==> src/rtl/agc_decode_stage.sv <==
// AGC decode stage: EXTEND/INDEX-aware instruction decoder with a
// valid/ready handshake on both sides and an absorbing HALT state.
module agc_decode_stage (
  input  logic        clk,
  input  logic        reset,
  input  logic [14:0] instr_in,
  input  logic        instr_valid,
  output logic        instr_ready,
  input  logic        idx_load,
  input  logic [14:0] idx_value,
  output logic        dec_valid,
  input  logic        dec_ready,
  output logic [3:0]  dec_op,
  output logic [14:0] dec_word,
  output logic        dec_extended,
  output logic        halted
);

  localparam logic [1:0] S_IDLE = 2'd0;
  localparam logic [1:0] S_HOLD = 2'd1;
  localparam logic [1:0] S_WAIT = 2'd2;
  localparam logic [1:0] S_HALT = 2'd3;

  localparam logic [3:0] OP_TC    = 4'd0;
  localparam logic [3:0] OP_CCS   = 4'd1;
  localparam logic [3:0] OP_DV    = 4'd2;
  localparam logic [3:0] OP_CS    = 4'd3;
  localparam logic [3:0] OP_INDEX = 4'd4;
  localparam logic [3:0] OP_XCH   = 4'd5;
  localparam logic [3:0] OP_TS    = 4'd6;
  localparam logic [3:0] OP_AD    = 4'd7;
  localparam logic [3:0] OP_SU    = 4'd8;
  localparam logic [3:0] OP_MASK  = 4'd9;
  localparam logic [3:0] OP_MP    = 4'd10;
  localparam logic [3:0] OP_HALT  = 4'd12;
  localparam logic [3:0] OP_ILL   = 4'd15;

  localparam logic [14:0] W_EXTEND = 15'o00006;
  localparam logic [14:0] W_HALT   = 15'o77777;

  logic [1:0]  state_q, state_d;
  logic        ext_q, ext_d;
  logic        idxp_q, idxp_d;
  logic [14:0] idx_q, idx_d;
  logic [14:0] word_q, word_d;
  logic [3:0]  op_q, op_d;
  logic        extd_q, extd_d;

  logic [15:0] sum;
  logic [14:0] w_sum;
  logic [14:0] w;
  logic [3:0]  dop;

  assign instr_ready  = (state_q == S_IDLE);
  assign dec_valid    = (state_q == S_HOLD);
  assign halted       = (state_q == S_HALT);
  assign dec_op       = op_q;
  assign dec_word     = word_q;
  assign dec_extended = extd_q;

  // Ones'-complement add with end-around carry for INDEX modification
  always_comb begin
    sum   = {1'b0, instr_in} + {1'b0, idx_q};
    w_sum = sum[14:0] + {14'd0, sum[15]};
    w     = idxp_q ? w_sum : instr_in;
  end

  always_comb begin
    dop = OP_ILL;
    if (w == W_HALT) begin
      dop = OP_HALT;
    end else begin
      case (w[14:12])
        3'b000: dop = OP_TC;
        3'b001: dop = ext_q ? OP_DV : OP_CCS;
        3'b100: dop = OP_CS;
        3'b101: begin
          case (w[11:10])
            2'b00:   dop = OP_INDEX;
            2'b11:   dop = OP_XCH;
            2'b10:   dop = OP_TS;
            default: dop = OP_ILL;
          endcase
        end
        3'b110: dop = ext_q ? OP_SU : OP_AD;
        3'b111: dop = ext_q ? OP_MP : OP_MASK;
        default: dop = OP_ILL;
      endcase
    end
  end

  always_comb begin
    state_d = state_q;
    ext_d   = ext_q;
    idxp_d  = idxp_q;
    idx_d   = idx_q;
    word_d  = word_q;
    op_d    = op_q;
    extd_d  = extd_q;
    case (state_q)
      S_IDLE: begin
        if (instr_valid) begin
          if (instr_in == W_EXTEND) begin
            ext_d = 1'b1;
          end else begin
            word_d  = w;
            op_d    = dop;
            extd_d  = ext_q;
            idxp_d  = 1'b0;
            ext_d   = (dop == OP_INDEX) ? ext_q : 1'b0;
            state_d = S_HOLD;
          end
        end
      end
      S_HOLD: begin
        if (dec_ready) begin
          if (op_q == OP_INDEX)     state_d = S_WAIT;
          else if (op_q == OP_HALT) state_d = S_HALT;
          else                      state_d = S_IDLE;
        end
      end
      S_WAIT: begin
        if (idx_load) begin
          idx_d   = idx_value;
          idxp_d  = 1'b1;
          state_d = S_IDLE;
        end
      end
      default: state_d = state_q;
    endcase
  end

  always_ff @(posedge clk or posedge reset) begin
    if (reset) begin
      state_q <= S_IDLE;
      ext_q   <= 1'b0;
      idxp_q  <= 1'b0;
      idx_q   <= '0;
      word_q  <= '0;
      op_q    <= '0;
      extd_q  <= 1'b0;
    end else begin
      state_q <= state_d;
      ext_q   <= ext_d;
      idxp_q  <= idxp_d;
      idx_q   <= idx_d;
      word_q  <= word_d;
      op_q    <= op_d;
      extd_q  <= extd_d;
    end
  end

endmodule

==> config.mk <==
export PLATFORM = sky130hd
export DESIGN_NAME = agc_decode_stage
export DESIGN_NICKNAME = d
export VERILOG_FILES = /design/src/rtl/agc_decode_stage.sv
export SDC_FILE = /design/constraint.sdc
export NUM_CORES = 1
export LEC_CHECK = 0
export ABC_AREA = 1
export CAP_MARGIN = 20
export CORE_MARGIN = 4
export CORE_UTILIZATION = 49
export DETAILED_ROUTE_END_ITERATION = 6
export PLACE_DENSITY_LB_ADDON = 0.05
export SETUP_SLACK_MARGIN = 0.05
export SYNTH_ARGS = -nofsm -noshare
export SYNTH_HDL_FRONTEND = slang
export SYNTH_SLANG_ARGS = --single-unit
==> constraint.sdc <==
create_clock -name clk -period 4.05 [get_ports clk]
set_input_delay 0.81 -clock clk [delete_from_list [all_inputs] [get_ports clk]]
set_output_delay 0.81 -clock clk [all_outputs]
set_load 0.05 [all_outputs]
---- Word level (Yosys, flattened, before mapping) ----
Cells that the tools add are included.
Widths: inputs -> output; s select.
storage, ports and cells
  register bits after elaboration ......... 39
operators by class
  $add $sub $neg .......................... 2
  eq/ne operators ......................... 20
  mux-type cells .......................... 20
  bitwise gates (word level) .............. 1
  reduce and logical (&&, ||, !) cells .... 10
operators with widths
  kind                  number
  $pmux 4 s6            1
  $add 15x15->16        1
  $mux 2                8
  $add 15x1->15         1
  $eq 15x15->1 const B  1
  $eq 15x3->1 const B   1
  $mux 15               1
  $eq 3x3->1 const B    4
  $pmux 4 s3            1
  $eq 2x2->1 const B    4
  $eq 4x3->1 const B    2
  $mux 4                2
  $ne 2x2->1 const B    4
  $pmux 2 s3            1
  $reduce_and 3->1      2
  $mux 1                5
  $reduce_and 5->1      1
  $eq 4x4->1 const B    1
  $logic_not 2->1       2
  $reduce_and 4->1      1
  $eq 3x1->1 const B    1
  $logic_not 3->1       1
  $reduce_bool 3->1     1
  $eq 2x1->1 const B    1
  other kinds (5)       5

---- Depth between registers and ports, before layout ----
Gate-level depths: netlist of the first run.
  depth in word-level cells ............... 10
  mapped depth ............................ 39
  gate-level depth less buffers ........... 39

---- Worst setup path before layout of the first run ----
Ideal clock, no wire load.
  path kind ............................... input to register
  start ................................... input instr_in[3]
  end ..................................... register ext_q
  library setup time ...................... 66 ps
  data arrival time ....................... 4391 ps
  slack ................................... -407 ps
  stages .................................. 39
  path buffers ............................ 0
  path through ............................ ha_1 -> nand2_1 -> inv_1 -> nand3_1 -> nand2_1 -> nand3b_1 -> nand2_1 -> a21oi_1 -> o21bai_1 -> ha_1 -> ha_1 -> inv_1 -> nor2_4 -> nand3_2 -> nor2_4 -> nand3_2 -> nor2_4 -> nand2_2 -> [3 not listed] -> inv_1 -> ha_1 -> nand2_1 -> nor2_1 -> nand4_1 -> nor2_1 -> nand2_1 -> nor2_1 -> nand3_1 -> nor2_1 -> nand3_2 -> nand3_1 -> nand2_1 -> inv_2 -> nand3_1 -> nand2_1 -> nand2_1 -> nand2_1
on the way
  longest elaborated chain between the ends .. 10
  elaborated cells between the ends (all ways) .. 21
  classes of those cells .................. 2 x add/sub; 11 x eq/ne; 5 x mux; 3 x reduce/logical
RTL lines
  what                                                  RTL line  RTL
  start: declaration                                    6         input logic [14:0] instr_in,
  $add 15x15->16 (*)                                    63        sum = {1'b0, instr_in} + {1'b0, idx_q};
  $add 15x1->15 (*)                                     64        w_sum = sum[14:0] + {14'd0, sum[15]};
  $mux 15 (*)                                           65        w = idxp_q ? w_sum : instr_in;
  named net w[10]                                       51        logic [14:0] w;
  $eq 2x2->1 / $logic_not 2->1 (equally long branches)  78        case (w[11:10])
  $pmux 4 s3                                            78
  $pmux 4 s6                                            73        case (w[14:12])
  $mux 4 (*)                                            70        if (w == W_HALT) begin
  $eq 4x3->1 (*)                                        110       ext_d = (dop == OP_INDEX) ? ext_q : 1'b0;
  $ne 2x2->1 (no line) (*)                              n/a
  $reduce_and 3->1 (no line) (*)                        n/a
  end signal: assignment                                144       ext_q <= ext_d;
  end: declaration                                      42        logic ext_q, ext_d;
The timed path passes the listed nets; every way through them passes the cells marked *.
A chain may end at the register's enable or synchronous reset.

---- Worst setup path after layout of the first run ----
  start ................................... input instr_in[4]
  end ..................................... register ext_q
on the way
  longest elaborated chain between the ends .. 10
  elaborated cells between the ends (all ways) .. 21
  classes of those cells .................. 2 x add/sub; 11 x eq/ne; 5 x mux; 3 x reduce/logical
RTL lines
  what                                                  RTL line
  $add 15x15->16                                        63
  $add 15x1->15                                         64
  $mux 15                                               65
  $eq 2x2->1 / $logic_not 2->1 (equally long branches)  78
  $pmux 4 s3                                            78
  $pmux 4 s6                                            73
  $mux 4                                                70
  $eq 4x3->1                                            110
  $ne 2x2->1 (no line)                                  n/a
  $reduce_and 3->1 (no line)                            n/a
Parallel ways exist; a longest one is shown, timed or not.

==> results of run 1 <==
power by group:
part	internal [mW]	switching [mW]
Combinational	1.59	1.97
Sequential	0.571	0.168
Clock	0.184	0.153
path summary, 6_finish.rpt:
| kind | startpoint | end | slack, ns |
|---|---|---|---|
| hold reg to reg | dec_word[3]$_DFFE_PP0P_ | dec_word[3]$_DFFE_PP0P_ | 0.49 |
| hold / removal | dec_word[3]$_DFFE_PP0P_ | dec_word[3]$_DFFE_PP0P_ | 0.49 |
| min in group asynchronous | reset | idxp_q$_DFFE_PP0P_ | 0.94 |
| setup / recovery | instr_in[4] | ext_q$_DFFE_PP0P_ | -0.53 |
| max in group asynchronous | reset | dec_word[14]$_DFFE_PP0P_ | 2.31 |
| setup reg to reg | idx_q[4]$_DFFE_PP0P_ | ext_q$_DFFE_PP0P_ | -0.35 |
placed cells by master, fill, tap and decap left out, drive strengths merged, types with 2 or more instances in the layout:
cell type / netlist / routed
dfrtp: 39 / 39
xor2: 3 / 3
nand3: 40 / 40
nor4: 2 / 2
o21bai: 2 / 2
a31oi: 3 / 3
o21a: 2 / 2
clkdlybuf4s50: 0 / 44
inv: 71 / 71
mux2: 14 / 14
clkbuf: 7 / 5
nand3b: 3 / 3
clkinv: 0 / 2
nor2: 48 / 48
nand4: 13 / 13
buf: 1 / 145
or2: 3 / 3
nand2: 177 / 177
a21oi: 13 / 13
ha: 19 / 19
o21ai: 23 / 23
critical path: cells and delay by family:
kind	cells	cell delay, ns
AND/OR/NAND/NOR	25	2.13
buffers and inverters	8	0.81
AO/OA/AOI/OAI	2	0.30
adder cells (fa/ha/maj)	3	0.69
metrics by stage:
stage	cell area, um^2	utilization (%)	setup slack, ns	power (mW)
finish	5370	83.1	-0.525	4.64
floorplan	3500	-	-0.234	2.70
detailed placement	4750	73.6	-1.23	3.86
global route	5370	83.1	-0.923	5.03
CTS	5190	80.3	-0.383	4.40
global placement	4750	73.6	-1.11	3.79
kinds of logic (layout without fill, tap and decap cells):
kind of cell | Yosys count | after routing | synth area share [%]
simple gates | 288 | 288 | 40.0
xor+xnor | 4 | 4 | 1.06
flops | 39 | 39 | 29.6
compound gates | 46 | 46 | 7.67
mux | 14 | 14 | 4.78
fa+ha+maj | 20 | 20 | 7.82
buf+inv | 79 | 269 | 9.03
repair_timing:
item | 4_1_cts | 5_1_grt
pin swaps | 43 | 34
setup endpoints to repair | 6 | 8
resized for setup | 74 | 32
setup buffers | 40 | 13
state kept, by name (all words and copies together), names as in the netlist:
signal / flops
dec_extended: 1
dec_op: 4
dec_word: 15
ext_q: 1
idx_q: 15
idxp_q: 1
state_q: 2
area by class of cell:
class                   instances  area (um^2)
clock buffers                   5         68.8
clock inverters                 3         43.8
fillers                       422         1090
inverters                      71          274
multi-input cells             372         2370
flip-flops and latches         39          976
well taps                      77         96.3
repair buffers                190         1550
layer usage:
metal / vias to the layer above / global-route usage (%)
li1: 1952 / -
met1: 1799 / 28.7
met2: 104 / 46.3
met3: 36 / 3.51
met4: 0 / 9.82
met5: - / 0
==> results.md, run 1 <==
- Mapped cell area: 3300 um^2
- Initial antenna violation count: 0
- Share of cells above drive strength 1: between 30% and 40%
- HP Class: flip-flop to flip-flop
- Status: finished with violations
- Post-synth top flop: dfrtp_1
- Failing checks: setup timing
- DP HPWL: 7710 um
- Area growth, synth to finish: 62.9%
- H-tree depth: 2
- Largest vdd supply drop: 449 uV
- DRT Wirelength: 10500 um
- Final hold viol count: 0
- Top post-synthesis cells by area: dfrtp_1 30%, nand2_1 18%, inv_1 7.6%
- Core ar.: 6460 um^2
- TritonCTS clock tree: yes
- Routed metal-1 wirelength: roughly 4200 um
- Final setup viols: 6
- Antenna cells: 0
- Gp weighted congestion: 0.863
- DP Cell Count: 699
- Maxcap violations: 0
- Wire length on met2: between 5000 and 6000 um
- Max Clk Rate: 219 MHz
- PnR worst setup slack: -0.525 ns
- Top Ports: slightly below 60
- Hold Path Stages: 2
- Clk_skew: roughly 0.010 ns
- Routed vias: 3891
- Post-synth cell types: 33
- Leak pwr: 2.74 nW
- Die Height: 90.0 um
- Chip width: 90.0 um
- Vias in the first global route: 3878
- Clk root buf: clkbuf_8
- Nets: 734
- # hold bufs at CTS: 0
- Non-Filler Instances: about 760
- Synth top cells by count: 162 x nand2_1, 67 x inv_1, 39 x dfrtp_1, 38 x nor2_1, 34 x nand3_1
- CP Capture Type: flip-flop
- Drt wl/cell: 13.8 um
- Fin. max-slew vios: 0
- CTS Buf Count: 5
- Final Cycle Share: 113%
- Setup TNS: -2.18 ns
- Synth warnings: 0
- Startpoint types: input pin
- Cells after synthesis: 490
- Drt initial violations: 227
- Top-area cell type share of the netlist area: 29.6%
- Top layer reached by signal wires: met4
- Post-synth EDFFs: 0
- Initial Util: 51.0%
- Drt pass-1 iters: 4
- Total gr overflow: 0
- Share of the yosys chip area belonging to registers: 29.6%
- Largest net degree at the start of global routing: 30
- CP dominant cell by count: nand2_1
- Clock sinks: 39
- Vias/cell: slightly above 5
- Die area: about 8000 um^2
- CP peak stage delay: about 0.28 ns
- Unrepaired setup endpoints after global routing: true
- #FFs+latches synth: 39
- Tot GR Track Use: 25.0%
- Hold_ws: 0.486 ns
- Required time of the critical path: 4.23 ns
- CP Class: input pin to flip-flop
- Post-route ant nets: 0
- Clock Tree Buf Depth: 2
- Synthesized area per cell: between 6 and 7 um^2
- Crit-path slowest cell: ha_4
- Worst-margin pin slew: 0.891 ns
- Critical Path AT: 4.76 ns
- Async SR Flop Fraction: 100%
- Clk_lat worst skew: 0.30 ns
- I/O Buffers: 57
- First-pass GRT wire length: 16900 um
- Clock period minus worst slack: 4.58 ns
- Post-route DRC violation count: 0
- Met3 wire length: ~500 um
- Worst reg2reg path depth: 37
- Top-count cell post-synth: nand2_1
- CTS clk-pin slew, worst paths: 0.08 ns
- Row cnt: 29
- Slew margin rel.: 40.4%
- Synth area leader: dfrtp_1
- Power Dens Cells: roughly 860 nW/um^2
- Syn nets: 545
- Max FO, Critical Path: 4
No activity file was read; power rests on OpenSTA's default activity.
==> run 2: changes to the inputs <==
CORE_UTILIZATION = 58   (was 49)
clock period = 5.86 ns   (was 4.05 ns; I/O delays follow)
==> run 2 against run 1 <==
  * The run now ends clean
  * Die area is 14% lower
  * First-iteration DRC count increased by 64%
  * Design area decreased by 20%
  * Sequential share of layout area rose by 4.4 points
  * Utilization shrank 4.7 points
  * Global-route usage rose by 1.1 points
  * Wire length decreased by 8.1%
  * Critical path type unchanged
==> results.md, run 2 (same netlist as run 1, synthesis figures left out) <==
- Core ar.: between 5000 and 6000 um^2
- Fin. max-slew vios: 0
- WHS Endpoint: dec_word[7]$_DFFE_PP0P_
- # hold bufs at CTS: 0
- Area growth, synth to finish: 31.0%
- CP peak stage delay: around 0.48 ns
- I/O Buffers: 57
- Startpoint types: input pin
- Total gr overflow: 0
- Hold path start: dec_word[7]$_DFFE_PP0P_
- Largest net degree at the start of global routing: 40
- Chip width: 83.4 um
- Clock Tree Buf Depth: 2
- Gp weighted congestion: 0.946
- Reg-to-reg endpoint: ext_q$_DFFE_PP0P_
- Vias in the first global route: 3220
- Worst R2R Start: idx_q[3]$_DFFE_PP0P_
- Die Height: 83.4 um
- Post-route cell area: 4320 um^2
- CTS clk-pin slew, worst paths: 0.08 ns
- Post-route DRC violation count: 0
- Clk_skew: 0.0149 ns
- Row cnt: 27
- Initial Util: between 50% and 60%
- Clock period minus worst slack: 5.46 ns
- Fillcell total: 404
- Final Util: 78.4%
- Post-route ant nets: 0
- FF-to-FF setup slack: ~1.3 ns
- Power Dens Cells: a little over 600 nW/um^2
- DP Area: around 3900 um^2
- Routed vias: 3518
- Commonest non-fill, non-tap cells in the layout: 162 x nand2_1, 67 x inv_1, 47 x clkdlybuf4s50_1, 39 x dfrtp_1, 36 x nor2_1
- CP dominant cell by count: nand2_1
- Worst reg2reg path depth: 39
- CP Capture Type: flip-flop
- Drt initial violations: 372
- Clk_lat worst skew: about 0.3 ns
- Hold Path Stages: 2
- Gate power share: a little over two thirds
- Slew margin rel.: 39.2%
- Worst-margin pin slew: 0.909 ns
- Psw: 1.43 mW
- Max FO, Critical Path: 5
- Tot GR Track Use: 26.0%
- Final Cycle Share: 93.2%
- Max Clk Rate: 183 MHz
- Required time of the critical path: slightly above 6 ns
- H-tree depth: 2
- Status: completed
- DP HPWL: 6870 um
- Crit-path slowest cell: clkdlybuf4s50_1
- DRT Wirelength: 9610 um
- Top Ports: 58
- TritonCTS clock tree: yes
- Commonest non-fill, non-tap cell in the layout: nand2_1
- Share of cells above drive strength 1: ~15%
- HP Class: flip-flop to flip-flop
- Reg power frac: 19.4%
- Final setup viols: 0
- CTS Buf Count: 5
- Critical Path AT: 5.70 ns
- Clk root buf: clkbuf_8
- First-pass GRT wire length: approximately 15000 um
- Antenna cells: 0
- CP Class: input pin to flip-flop
- Largest vdd supply drop: 321 uV
- Vias/cell: 5.62
- Clock sinks: 39
- Maxcap violations: 0
- Clock network power share: 10.1%
- Sw frac: 53.7%
- Cell Int Power: 1.23 mW
- Die area: 6950 um^2
- Drt wl/cell: 15.3 um
- Leak pwr: 2.20 nW
- Final hold viol count: 0
- Drt pass-1 iters: 6
- Initial antenna violation count: 0
- Nets: 608
## run 2: cell count changes in the layout (fill, tap and decap cells not counted), moves of 5 or more
| cell | before | now |
|---|---|---|
| buf_4 | 133 | 7 |
| nand2_1 | 143 | 162 |
| dlymetal6s2s_1 | 0 | 10 |
| buf_2 | 7 | 0 |
| nand2_2 | 30 | 13 |
| inv_1 | 59 | 67 |
| inv_2 | 9 | 4 |
## run 2: how the worst max path moves through the flow
stage                            from                 to  slack (ns)
final                     instr_in[7]  ext_q$_DFFE_PP0P_        0.40
after global placement    instr_in[3]  ext_q$_DFFE_PP0P_        0.20
after detailed placement  instr_in[2]  ext_q$_DFFE_PP0P_        0.08
after floorplan           instr_in[3]  ext_q$_DFFE_PP0P_        1.04
after global routing      instr_in[7]  ext_q$_DFFE_PP0P_       -0.02
after CTS                 instr_in[2]  ext_q$_DFFE_PP0P_        0.35
## run 2: timing repair
action | CTS | global route
resized for setup | 0 | 34
endpoints found under the setup margin | 0 | 4
setup buffers | 0 | 5
hold endpoints to repair | 0 | 0
## run 2: power by group through the flow
stage | combinational (mW) | clock (mW) | sequential [mW]
2_1_floorplan | 1.09 | 0 | 0.673
3_3_place_gp | 1.68 | 0 | 0.489
3_5_place_dp | 1.70 | 0 | 0.494
4_1_cts | 1.72 | 0.272 | 0.491
5_1_grt | 2.05 | 0.287 | 0.530
6_report | 1.87 | 0.270 | 0.517
## run 2: metrics by stage
stage	power, mW	cells	hold WS, ns	setup TNS (ns)	setup WS (ns)
after global placement	2.17	613	0.458	0	0.204
after global routing	2.87	626	0.506	-0.0249	-0.0249
final	2.66	626	0.485	0	0.397
after floorplan	1.76	490	0.483	0	1.04
after CTS	2.48	621	0.485	0	0.349
after detailed placement	2.20	613	0.465	0	0.0787
## run 2: metal layers
metal	up-vias	wire [um]	track usage [%]	part of all wire, %
met2	192	4660	44.0	49
met1	1588	3880	33.3	40
met3	37	789	5.46	8.2
met4	0	277	8.17	2.9
met5	-	0	0	0
li1	1701	-	-	-
## run 2: area by class of cell
cell class / count / area, um^2 / area share [%]
inverter: 71 / 267 / 6.17
clock buffer: 6 / 72.6 / 1.68
timing repair buffer: 64 / 648 / 15.0
tap: 72 / 90.1 / 2.09
sequential: 39 / 976 / 22.6
clock inverter: 2 / 60.1 / 1.39
multi-input combinational: 372 / 2200 / 51.1
## run 2: worst max-delay path, delay by kind of cell
family,cells,cell delay [ns]
buffers and inverters,5,0.79
AOI/OAI and AO/OA,4,0.44
and+or+nand+nor,26,2.36
adders and majority gates,4,0.81
xor gates and xnor gates,1,0.13
